**src/rtl/fetch_unit_pkg.sv**
```systemverilog
// Shared constants for the instruction fetch path: default bus widths and
// the FSM state encoding reported on the debug port.
package fetch_unit_pkg;

    localparam int ADDR_W_DEF = 12;
    localparam int DATA_W_DEF = 8;

    typedef enum logic [1:0] {
        ST_IDLE  = 2'd0,
        ST_RUN   = 2'd1,
        ST_STALL = 2'd2,
        ST_RSVD  = 2'd3
    } fetch_state_t;

endpackage

```
**src/rtl/fetch_unit_if.sv**
```systemverilog
// Bus bundle between the fetch unit, the program ROM, the decoder redirect
// and the downstream instruction consumer.
interface fetch_unit_if
    import fetch_unit_pkg::*;
#(
    parameter int ADDR_W = ADDR_W_DEF,
    parameter int DATA_W = DATA_W_DEF
);

    logic [ADDR_W-1:0] rom_addr;
    logic [DATA_W-1:0] rom_data;
    logic              load;
    logic [ADDR_W-1:0] load_addr;
    logic [DATA_W-1:0] instr;
    logic [ADDR_W-1:0] instr_pc;
    logic              instr_valid;
    logic              instr_ready;

    modport master (
        output rom_addr, instr, instr_pc, instr_valid,
        input  rom_data, load, load_addr, instr_ready
    );

    modport slave (
        input  rom_addr, instr, instr_pc, instr_valid,
        output rom_data, load, load_addr, instr_ready
    );

endinterface

```
**src/rtl/fetch_unit_pc_reg.sv**
```systemverilog
// Program counter: redirect load has priority over increment; the increment
// wraps naturally at 2^ADDR_W.
module pc_reg
    import fetch_unit_pkg::*;
#(
    parameter int                ADDR_W   = ADDR_W_DEF,
    parameter logic [ADDR_W-1:0] RESET_PC = '0
) (
    input  logic              clk,
    input  logic              rst_n,
    input  logic              i_load,
    input  logic [ADDR_W-1:0] i_load_addr,
    input  logic              i_inc,
    output logic [ADDR_W-1:0] o_pc
);

    logic [ADDR_W-1:0] r_pc;

    always_ff @(posedge clk or negedge rst_n) begin
        if (!rst_n) begin
            r_pc <= RESET_PC;
        end else if (i_load) begin
            r_pc <= i_load_addr;
        end else if (i_inc) begin
            r_pc <= r_pc + ADDR_W'(1);
        end
    end

    assign o_pc = r_pc;

endmodule

```
**src/rtl/fetch_unit.sv**
```systemverilog
// Instruction fetch: PC drives a combinational ROM, the returned word is
// registered with its address and handed downstream over a valid/ready pair.
module fetch_unit
    import fetch_unit_pkg::*;
#(
    parameter int                ADDR_W   = ADDR_W_DEF,
    parameter int                DATA_W   = DATA_W_DEF,
    parameter logic [ADDR_W-1:0] RESET_PC = '0
) (
    input  logic         clk,
    input  logic         rst_n,
    input  logic         en,
    output logic [1:0]   state,
    fetch_unit_if.master bus
);

    logic [ADDR_W-1:0] w_pc;
    logic              w_transfer;
    logic              w_capture;
    logic              w_stalled;

    logic [DATA_W-1:0] r_instr;
    logic [ADDR_W-1:0] r_instr_pc;
    logic              r_valid;

    fetch_state_t      r_state;
    fetch_state_t      w_state_next;

    assign w_transfer = r_valid & bus.instr_ready;
    assign w_capture  = en & ~bus.load & (~r_valid | w_transfer);
    // A held word with no consumer and no flush freezes the whole pipeline.
    assign w_stalled  = r_valid & ~bus.instr_ready & ~bus.load;

    pc_reg #(
        .ADDR_W   (ADDR_W),
        .RESET_PC (RESET_PC)
    ) u_pc_reg (
        .clk         (clk),
        .rst_n       (rst_n),
        .i_load      (bus.load),
        .i_load_addr (bus.load_addr),
        .i_inc       (w_capture),
        .o_pc        (w_pc)
    );

    always_ff @(posedge clk or negedge rst_n) begin
        if (!rst_n) begin
            r_instr    <= '0;
            r_instr_pc <= '0;
            r_valid    <= 1'b0;
        end else if (bus.load) begin
            r_valid    <= 1'b0;
        end else if (w_capture) begin
            r_instr    <= bus.rom_data;
            r_instr_pc <= w_pc;
            r_valid    <= 1'b1;
        end else if (w_transfer) begin
            r_valid    <= 1'b0;
        end
    end

    always_ff @(posedge clk or negedge rst_n) begin
        if (!rst_n) begin
            r_state <= ST_IDLE;
        end else begin
            r_state <= w_state_next;
        end
    end

    always_comb begin
        w_state_next = r_state;
        unique case (r_state)
            ST_IDLE, ST_RUN, ST_STALL: begin
                if (w_stalled) begin
                    w_state_next = ST_STALL;
                end else if (en) begin
                    w_state_next = ST_RUN;
                end else begin
                    w_state_next = ST_IDLE;
                end
            end
            default: w_state_next = ST_IDLE;
        endcase
    end

    assign bus.rom_addr    = w_pc;
    assign bus.instr       = r_instr;
    assign bus.instr_pc    = r_instr_pc;
    assign bus.instr_valid = r_valid;
    assign state           = r_state;

endmodule

```
**src/flat_wrapper.sv**
```systemverilog
// flat-port wrapper written by rule: the top's interface ports become plain ports
module fetch_unit_flat import fetch_unit_pkg::*;
#(
    parameter int                ADDR_W   = ADDR_W_DEF,
    parameter int                DATA_W   = DATA_W_DEF,
    parameter logic [ADDR_W-1:0] RESET_PC = '0
)
  (clk, rst_n, en, state, bus_rom_addr, bus_instr, bus_instr_pc, bus_instr_valid, bus_rom_data, bus_load, bus_load_addr, bus_instr_ready);
  fetch_unit_if #(.ADDR_W(ADDR_W), .DATA_W(DATA_W)) bus_i ();
  input  logic clk;
  input  logic rst_n;
  input  logic en;
  output logic [1:0] state;
  output wire logic [$bits(bus_i.rom_addr)-1:0] bus_rom_addr;
  output wire logic [$bits(bus_i.instr)-1:0] bus_instr;
  output wire logic [$bits(bus_i.instr_pc)-1:0] bus_instr_pc;
  output wire logic [$bits(bus_i.instr_valid)-1:0] bus_instr_valid;
  input wire logic [$bits(bus_i.rom_data)-1:0] bus_rom_data;
  input wire logic [$bits(bus_i.load)-1:0] bus_load;
  input wire logic [$bits(bus_i.load_addr)-1:0] bus_load_addr;
  input wire logic [$bits(bus_i.instr_ready)-1:0] bus_instr_ready;
  assign bus_rom_addr = bus_i.rom_addr;
  assign bus_instr = bus_i.instr;
  assign bus_instr_pc = bus_i.instr_pc;
  assign bus_instr_valid = bus_i.instr_valid;
  assign bus_i.rom_data = bus_rom_data;
  assign bus_i.load = bus_load;
  assign bus_i.load_addr = bus_load_addr;
  assign bus_i.instr_ready = bus_instr_ready;
  fetch_unit #(.ADDR_W(ADDR_W), .DATA_W(DATA_W), .RESET_PC(RESET_PC)) u_core (.clk(clk), .rst_n(rst_n), .en(en), .state(state), .bus(bus_i));
endmodule
```
**config.mk**
```make
export PLATFORM = sky130hd
export DESIGN_NAME = fetch_unit_flat
export DESIGN_NICKNAME = d
export VERILOG_FILES = /design/src/rtl/fetch_unit_pkg.sv /design/src/rtl/fetch_unit_if.sv /design/src/rtl/fetch_unit_pc_reg.sv /design/src/rtl/fetch_unit.sv /design/src/flat_wrapper.sv
export SDC_FILE = /design/constraint.sdc
export NUM_CORES = 1
export LEC_CHECK = 0
export BUFFER_PORTS_ARGS = -buffer_cell sky130_fd_sc_hd__buf_2
export CAP_MARGIN = 20
export CORE_MARGIN = 2
export CORE_UTILIZATION = 47
export CTS_CLUSTER_DIAMETER = 30
export CTS_CLUSTER_SIZE = 12
export DETAILED_ROUTE_END_ITERATION = 12
export GPL_TIMING_DRIVEN = 0
export PLACE_DENSITY_LB_ADDON = 0.2
export SYNTH_ARGS = -nofsm -noshare
export SYNTH_HDL_FRONTEND = slang
export SYNTH_SLANG_ARGS = --single-unit
```
**constraint.sdc**
```tcl
create_clock -name clk -period 1.7 [get_ports clk]
set_clock_uncertainty 0.05 [all_clocks]
set_input_delay 0.51 -clock clk [delete_from_list [all_inputs] [get_ports clk]]
set_output_delay 0.51 -clock clk [all_outputs]
set_load 0.05 [all_outputs]
```
* Word level (Yosys, flattened, before mapping)
Cells that the tools add are included.
** Word-level totals
- Register bits :: 35
- Latch bits :: 0
- Bits in writable memories :: 0
- ROM bits :: 0
- Input bits :: 25
- Output and inout bits :: 35
- Logic and storage cells :: 30
- Memories kept :: 0
** Operators by class
- Add/subtract/negate cells :: 1
- $mul :: 0
- Div/mod/pow operators :: 0
- Order comparisons :: 0
- Equality and inequality tests :: 2
- Shifts and indexed selects :: 0
- Muxes and demuxes :: 8
- Bitwise gates (word level) :: 9
- Reduce and logical (&&, ||, !) cells :: 5
** Operators with widths (number)
- $mux W12 :: 2
- $add A12 B1 Y12 const B :: 1
- $and A1 B1 Y1 :: 5
- $mux W1 :: 4
- $mux W2 :: 2
- $not A1 Y1 :: 3
- $reduce_bool A3 Y1 :: 1
- $reduce_or A3 Y1 :: 1
- $eq A2 B1 Y1 const B :: 1
- $eq A2 B2 Y1 const B :: 1
- $logic_not A2 Y1 :: 1
- $reduce_and A2 Y1 :: 1
- $reduce_bool A2 Y1 :: 1
- $or A1 B1 Y1 :: 1

* Logic depth before layout (Yosys ltp)
Gate-level depths: netlist of the first run.
- Depth in word-level cells :: 5
- Gate-level depth with buffers :: 5
- Mapped depth without buffers :: 4

* Hierarchy
From an unflattened synthesis of the first run, not the netlist that was laid out.
** Second synthesis, totals
- Cells, all modules :: 125
- Area total of the unflattened synthesis :: 1557.7 um^2
** Modules (own cells, without submodules)
- fetch_unit :: instances 1, cells each 53, area an instance 885.8 um^2, seq. area each 575.6 um^2
- pc_reg :: instances 1, cells each 72, area an instance 671.9 um^2, seq. area each 300.3 um^2

* Least setup slack after synthesis of the first run
OpenSTA, ideal clock, no wires.
- Kind :: register to register
- Start :: register u_core.u_pc_reg.r_pc[4], in the netlist u_core.u_pc_reg.o_pc[4]
- End :: register u_core.u_pc_reg.r_pc[11], in the netlist u_core.u_pc_reg.o_pc[11]
- Library setup time :: 82 ps
- Arrival time :: 1767 ps
- Required time :: 1568 ps
- Setup slack :: -199 ps
- Stages on the path, launching flop included :: 5
- Path buffers :: 0
- Period minus slack after synthesis :: 1899 ps
- Path through :: dfrtp_1 > and4_4 > nand4_4 > or4_1 > a31oi_1
** Between the ends
- Cells in the longest elaborated chain, start to end :: 3
** RTL lines
- start: declaration :: line fetch_unit_pc_reg.sv:17 : logic [ADDR_W-1:0] r_pc;
- start signal: assignment :: line fetch_unit_pc_reg.sv:23 : r_pc <= i_load_addr;
- start signal: assignment :: line fetch_unit_pc_reg.sv:25 : r_pc <= r_pc + ADDR_W'(1);
- $add A12 B1 Y12 :: line fetch_unit_pc_reg.sv:25
- $mux W12 :: line fetch_unit_pc_reg.sv:24 : end else if (i_inc) begin
- $mux W12 :: line fetch_unit_pc_reg.sv:22 : end else if (i_load) begin
Every way passes these cells. The select of a mux whose other input is x is not followed.
A chain may end at the register's enable or synchronous reset.

* Final worst setup path of the first run
- Start :: register u_core.u_pc_reg.r_pc[7], in the netlist u_core.u_pc_reg.o_pc[7]
- End :: output port bus_rom_addr[7]
** RTL lines
- end: declaration :: line flat_wrapper.sv:14 : output wire logic [$bits(bus_i.rom_addr)-1:0] bus_rom_addr;
No word-level cell between the ends.

==> impl_metrics.toml, run 1 <==
[status]
status = "finished clean"

[clocking]
insertion_delay_ps = 340
clk_pin_slew_ps = 110
cts_resized = 1
post_cts_buffers = 0
numCtsBuffers = 5
clock-sinks = 35
clock_path_buffers = 2
cts_tree = "yes"
ctsHoldBuffers = 0
htreeDepth = 2
cts-root-buf = "clkbuf_4"

[power_and_ir_drop]
leakage_nw = 0.929
peakVddDrop_v = 0.000693
power.density_mw_per_mm2 = 1220
finalPower_w = 0.00241

[timing]
timing.final.crit_period_ps = 1650
post-route-period-util = 0.973
setup_viol = 0
worstMarginPinSlew_ps = 760
finalHoldViolCount = 0
rsz0062_at_grt = "no"
max_freq_mhz = 605
relSlewSlack = 0.494
hold_slack_ps = 175
drv_slew = 0

[place]
hpwl_um = 2280
port_buffers = 59
globalplace.congestion = 0.770

[final_layout]
drive_above_1_share = 0.534
nets = 218
area_growth_pct = 29.0
antenna_cells = 0

[route]
via_per_inst = 4.94
dr_total_vias = 1170
first_iter_violations = 23
first_pass_iters = 4
drc = 0
ant_nets = 0
routedWlPerCell_um = 12.9
finalWirelength_um = 3060

[synth]
syn_inst = 126
ys_seq_area_frac = 0.573
syn-num-nets = 152
yosysWarnings = 0
yosys_register_bits = 35
avgSynthCellArea_um2 = 12.1
synth_cell_types = 33
synth_area_mm2 = 0.00153

[worst_setup_path]
crit_type = "reg -> out"
cp_slowest_cell = "dfrtp_1"
crit_fanout = 6
crit_path_end_kind = "primary output"
r2r.worst_path.cells = 5
start_kind = "flip-flop"
path_buf_inv = 1
critPathRequiredTime_ps = 1140
reg2reg_slack_ps = 90
slowest_delay_ps = 500
timing.critical_path.max_delay_family = "flip-flops"
reg2reg_from = "u_core.bus.instr_valid$_DFFE_PN0P_"
worstPathArrival_ps = 1090
r2r-end = "u_core.bus.instr_pc[3]$_DFFE_PN0P_"
crit_chain = "buf_4"

[die]
num_io_pins = 60
die_x_um = 61.0
start_util = 0.496
die_area_mm2 = 0.00372
rows = 20
coreArea_mm2 = 0.00308
die_h_um = 61.0

[grt]
grt_max_degree = 36
antenna_found_initial = 0
grt_pass1_vias = 1162
grt.total_usage = 0.183
grt_pass1_wl_um = 4910
grt.overflow.total = 0

[worst_hold_path]
hp-class = "in -> async"

[job]
maxCapViolCount = 0
==> worst max path at each step <==
stage,to,startpoint,slack [ps],cells past startpoint
floorplan,u_core.u_pc_reg.o_pc[11]$_DFFE_PN0P_,u_core.u_pc_reg.o_pc[3]$_DFFE_PN0P_,-10,4
global placement,u_core.bus.instr_pc[0]$_DFFE_PN0P_,bus_instr_ready,-230,6
detailed placement,u_core.bus.instr[3]$_DFFE_PN0P_,bus_instr_ready,-260,6
CTS,u_core.bus.instr_pc[7]$_DFFE_PN0P_,u_core.bus.instr_valid$_DFFE_PN0P_,-40,5
global route,u_core.bus.instr_pc[4]$_DFFE_PN0P_,u_core.bus.instr_valid$_DFFE_PN0P_,0.2,5
finish,bus_rom_addr[7],u_core.u_pc_reg.o_pc[7]$_DFFE_PN0P_,50,1
==> layer usage <==
metal	vias to the layer above	global-route usage	routed length (um)	part of all wire
li1	585	-	-	-
met1	536	0.217	1320	0.43
met2	43	0.315	1490	0.49
met3	6	0.0441	193	0.063
met4	0	0.0839	55	0.018
met5	-	0	0	0
==> report_power, final <==
group / internal (W) / switching, W
logic: 0.000228 / 0.000620
clock network: 0.000243 / 0.000265
registers: 0.000964 / 0.0000868
total: 0.00143 / 0.000972
==> registers in the layout, summed over array words and instances (netlist names) <==
register and cells:
u_core.bus.instr 8, u_core.bus.instr_valid 1, u_core.state 2, u_core.u_pc_reg.o_pc 12, u_core.bus.instr_pc 12
==> cells in the final DEF (no fill, tap or decap), drive strengths merged, types with 2 or more instances in the layout <==
cell / n
buf: 59
dfrtp: 35
mux2: 20
nand2: 13
clkbuf: 12
o21ai: 9
nor2: 6
xor2: 6
nand3: 4
nand4: 4
a31oi: 3
and2: 2
and3: 2
or3: 2
==> worst register-to-register path: stages (launching register included) <==
cell and delay [ps]:
dfrtp_2 430, nand2b_2 130, nand2_1 130, nor2_1 150, clkbuf_4 250, mux2_2 350
==> cell usage after synthesis <==
cell type | number | area (um^2)
a211o_1 | 1 | 8.76
a21oi_1 | 1 | 5.00
a31oi_1 | 3 | 18.8
and2_1 | 2 | 12.5
and3_1 | 1 | 6.26
and3_2 | 1 | 7.51
and4_4 | 1 | 11.3
buf_2 | 2 | 10.0
clkbuf_1 | 2 | 7.51
clkinv_1 | 1 | 3.75
dfrtp_1 | 35 | 876
ha_1 | 1 | 12.5
inv_1 | 1 | 3.75
mux2_2 | 20 | 225
mux2i_1 | 1 | 10.0
nand2_1 | 13 | 48.8
nand2b_1 | 1 | 6.26
nand3_1 | 4 | 20.0
nand4_1 | 3 | 18.8
nand4_4 | 1 | 21.3
nor2_1 | 6 | 22.5
nor2b_1 | 1 | 6.26
nor4_1 | 1 | 6.26
o211a_1 | 1 | 10.0
o211ai_1 | 1 | 7.51
o21ai_0 | 9 | 45.0
o311ai_0 | 1 | 8.76
o31ai_1 | 1 | 7.51
or2_2 | 1 | 6.26
or3_1 | 1 | 6.26
or3_2 | 1 | 7.51
or4_1 | 1 | 7.51
xor2_1 | 6 | 52.6
==> cell type report <==
class / instances / area (um^2)
Fill cell: 279 / 1110
Sequential cell: 35 / 887
Multi-Input combinational cell: 85 / 629
Timing Repair Buffer: 59 / 300
Clock buffer: 8 / 68.8
Tap cell: 44 / 55.1
Buffer: 4 / 22.5
Inverter: 2 / 7.51
==> metrics by stage <==
step,cell area (um^2),TNS (ps),utilization,instances,worst slack (ps)
6_report,1970,0,0.640,237,46.2
5_1_grt,1970,0,0.640,237,0.198
4_1_cts,1960,-497,0.637,237,-37.6
3_5_place_dp,1890,-5210,0.613,229,-257
3_3_place_gp,1890,-4710,0.613,229,-231
2_1_floorplan,1540,-13.6,-,126,-13.6
==> cell families after synthesis <==
group	Yosys count	synth area share
AOI/OAI and AO/OA	18	0.0729
and+or+nand+nor	39	0.141
DFF	35	0.573
muxes	21	0.154
buffers and inverters	6	0.0164
adders and majority gates	1	0.00819
xor gates and xnor gates	6	0.0344
Note: power is estimated with default switching activity, not from simulation.
==> run 2: changes to the inputs <==
--- a/config.mk
+++ b/config.mk
@@ -5,6 +5,7 @@
 export SDC_FILE = /design/constraint.sdc
 export NUM_CORES = 1
 export LEC_CHECK = 0
+export ABC_AREA = 0
 export BUFFER_PORTS_ARGS = -buffer_cell sky130_fd_sc_hd__buf_2
 export CAP_MARGIN = 20
 export CORE_MARGIN = 2
@@ -14,6 +15,7 @@
 export DETAILED_ROUTE_END_ITERATION = 12
 export GPL_TIMING_DRIVEN = 0
 export PLACE_DENSITY_LB_ADDON = 0.2
+export REMOVE_ABC_BUFFERS = 1
 export SYNTH_ARGS = -nofsm -noshare
 export SYNTH_HDL_FRONTEND = slang
 export SYNTH_SLANG_ARGS = --single-unit
==> impl_metrics.toml, run 2 (synthesis results as in run 1) <==
[final_layout]
drive_above_1_share = 0.521
nets = 217
final_cell_mix = "55 x buf_2, 32 x dfrtp_1, 20 x mux2_2"
antenna_cells = 0
area_growth_pct = 29.1
layout_commonest_cell = "buf_2"

[clocking]
clock_path_buffers = 2
cts_tree = "yes"
clk_pin_slew_ps = 100
insertion_delay_ps = 320
cts-root-buf = "clkbuf_4"
numCtsBuffers = 5
htreeDepth = 2
clock-sinks = 35
ctsHoldBuffers = 0

[timing]
hold_slack_ps = 186
worstMarginPinSlew_ps = 742
setup_viol = 0
max_freq_mhz = 610
post-route-period-util = 0.965
setup_tns_ps = 0
relSlewSlack = 0.505
setup_slack_ps = 59.8
finalHoldViolCount = 0
drv_slew = 0
timing.final.crit_period_ps = 1640
rsz0062_at_grt = "no"

[worst_setup_path]
path_buf_inv = 1
critPathRequiredTime_ps = 1140
slowest_delay_ps = 450
crit_type = "reg -> out"
crit_fanout = 5
crit_chain = "buf_2"
start_kind = "flip-flop"
reg2reg_slack_ps = 90
cp_slowest_cell = "dfrtp_1"
timing.critical_path.max_delay_family = "flip-flops"
crit_path_end_kind = "primary output"
worstPathArrival_ps = 1080

[die]
coreArea_mm2 = 0.00308
die_x_um = 61.0
rows = 20
die_area_mm2 = 0.00372
die_h_um = 61.0
start_util = 0.496
num_io_pins = 60

[grt]
grt.total_usage = 0.181
antenna_found_initial = 0
grt_pass1_vias = 1051
grt_pass1_wl_um = 4810
grt.overflow.total = 0
grt_max_degree = 36

[place]
globalplace.congestion = 0.774
place_ws_ps = -505
hpwl_um = 2290
port_buffers = 59

[route]
first_pass_iters = 4
dr_total_vias = 1200
ant_nets = 0
routedWlPerCell_um = 12.9
first_iter_violations = 20
finalWirelength_um = 3050
drc = 0
via_per_inst = 5.08

[power_and_ir_drop]
power.density_mw_per_mm2 = 1180
finalPower_w = 0.00232
leakage_nw = 0.934
peakVddDrop_v = 0.000711

[job]
maxCapViolCount = 0

[status]
status = "finished clean"

[worst_hold_path]
hp-class = "in -> async"
[run 2: cell types whose count changed in the layout (fill, tap and decap cells not counted), moves of 2 or more]
cell / delta
dfrtp_1: +6
dfrtp_2: -6
buf_2: -2
buf_4: +2
clkbuf_8: -2
[run 2: per-layer routing]
layer / GRT usage / vias to the layer above / routed length, um
li1: - / 582 / -
met3: 0.0630 / 2 / 181
met4: 0.0652 / 0 / 21
met5: 0 / - / 0
met2: 0.298 / 39 / 1590
met1: 0.221 / 577 / 1260
[run 2: metrics by stage]
step / cells / area [um^2] / util
floorplan: 122 / 1510 / -
global placement: 225 / 1860 / 0.604
CTS: 236 / 1950 / 0.635
global route: 236 / 1970 / 0.641
detailed placement: 226 / 1880 / 0.610
finish: 236 / 1970 / 0.641
[run 2: path summary, 6_finish.rpt]
check,start,to,depth (start not counted)
setup / recovery,u_core.u_pc_reg.o_pc[9]$_DFFE_PN0P_,bus_rom_addr[9],1
hold / removal,rst_n,u_core.u_pc_reg.o_pc[10]$_DFFE_PN0P_,1
setup reg to reg,u_core.u_pc_reg.o_pc[4]$_DFFE_PN0P_,u_core.u_pc_reg.o_pc[11]$_DFFE_PN0P_,4
hold reg to reg,u_core.bus.instr_pc[8]$_DFFE_PN0P_,u_core.bus.instr_pc[8]$_DFFE_PN0P_,1
max in group asynchronous,rst_n,u_core.u_pc_reg.o_pc[7]$_DFFE_PN0P_,1
min in group clk,bus_load_addr[4],u_core.u_pc_reg.o_pc[4]$_DFFE_PN0P_,3
[run 2: timing repair]
| action | in CTS | in global routing |
|---|---|---|
| setup endpoints to repair | 22 | 24 |
| setup buffers | 2 | 0 |
| resized for setup | 3 | 8 |
| pin swaps | 1 | 0 |
[run 2: final cells by class]
class	count	area (um^2)
clock buffer	7	45.0
tap	44	55.1
multi-input combinational	85	644
sequential	35	880
timing repair buffer	62	335
fill	286	1110
clock inverter	1	5.00
inverter	2	7.51
[run 2: report_power, final]
part / switching [W] / total, W / internal, W
Combinational: 0.000621 / 0.000855 / 0.000234
Sequential: 0.0000883 / 0.00105 / 0.000961
Clock: 0.000252 / 0.000413 / 0.000161
Total: 0.000961 / 0.00232 / 0.00136
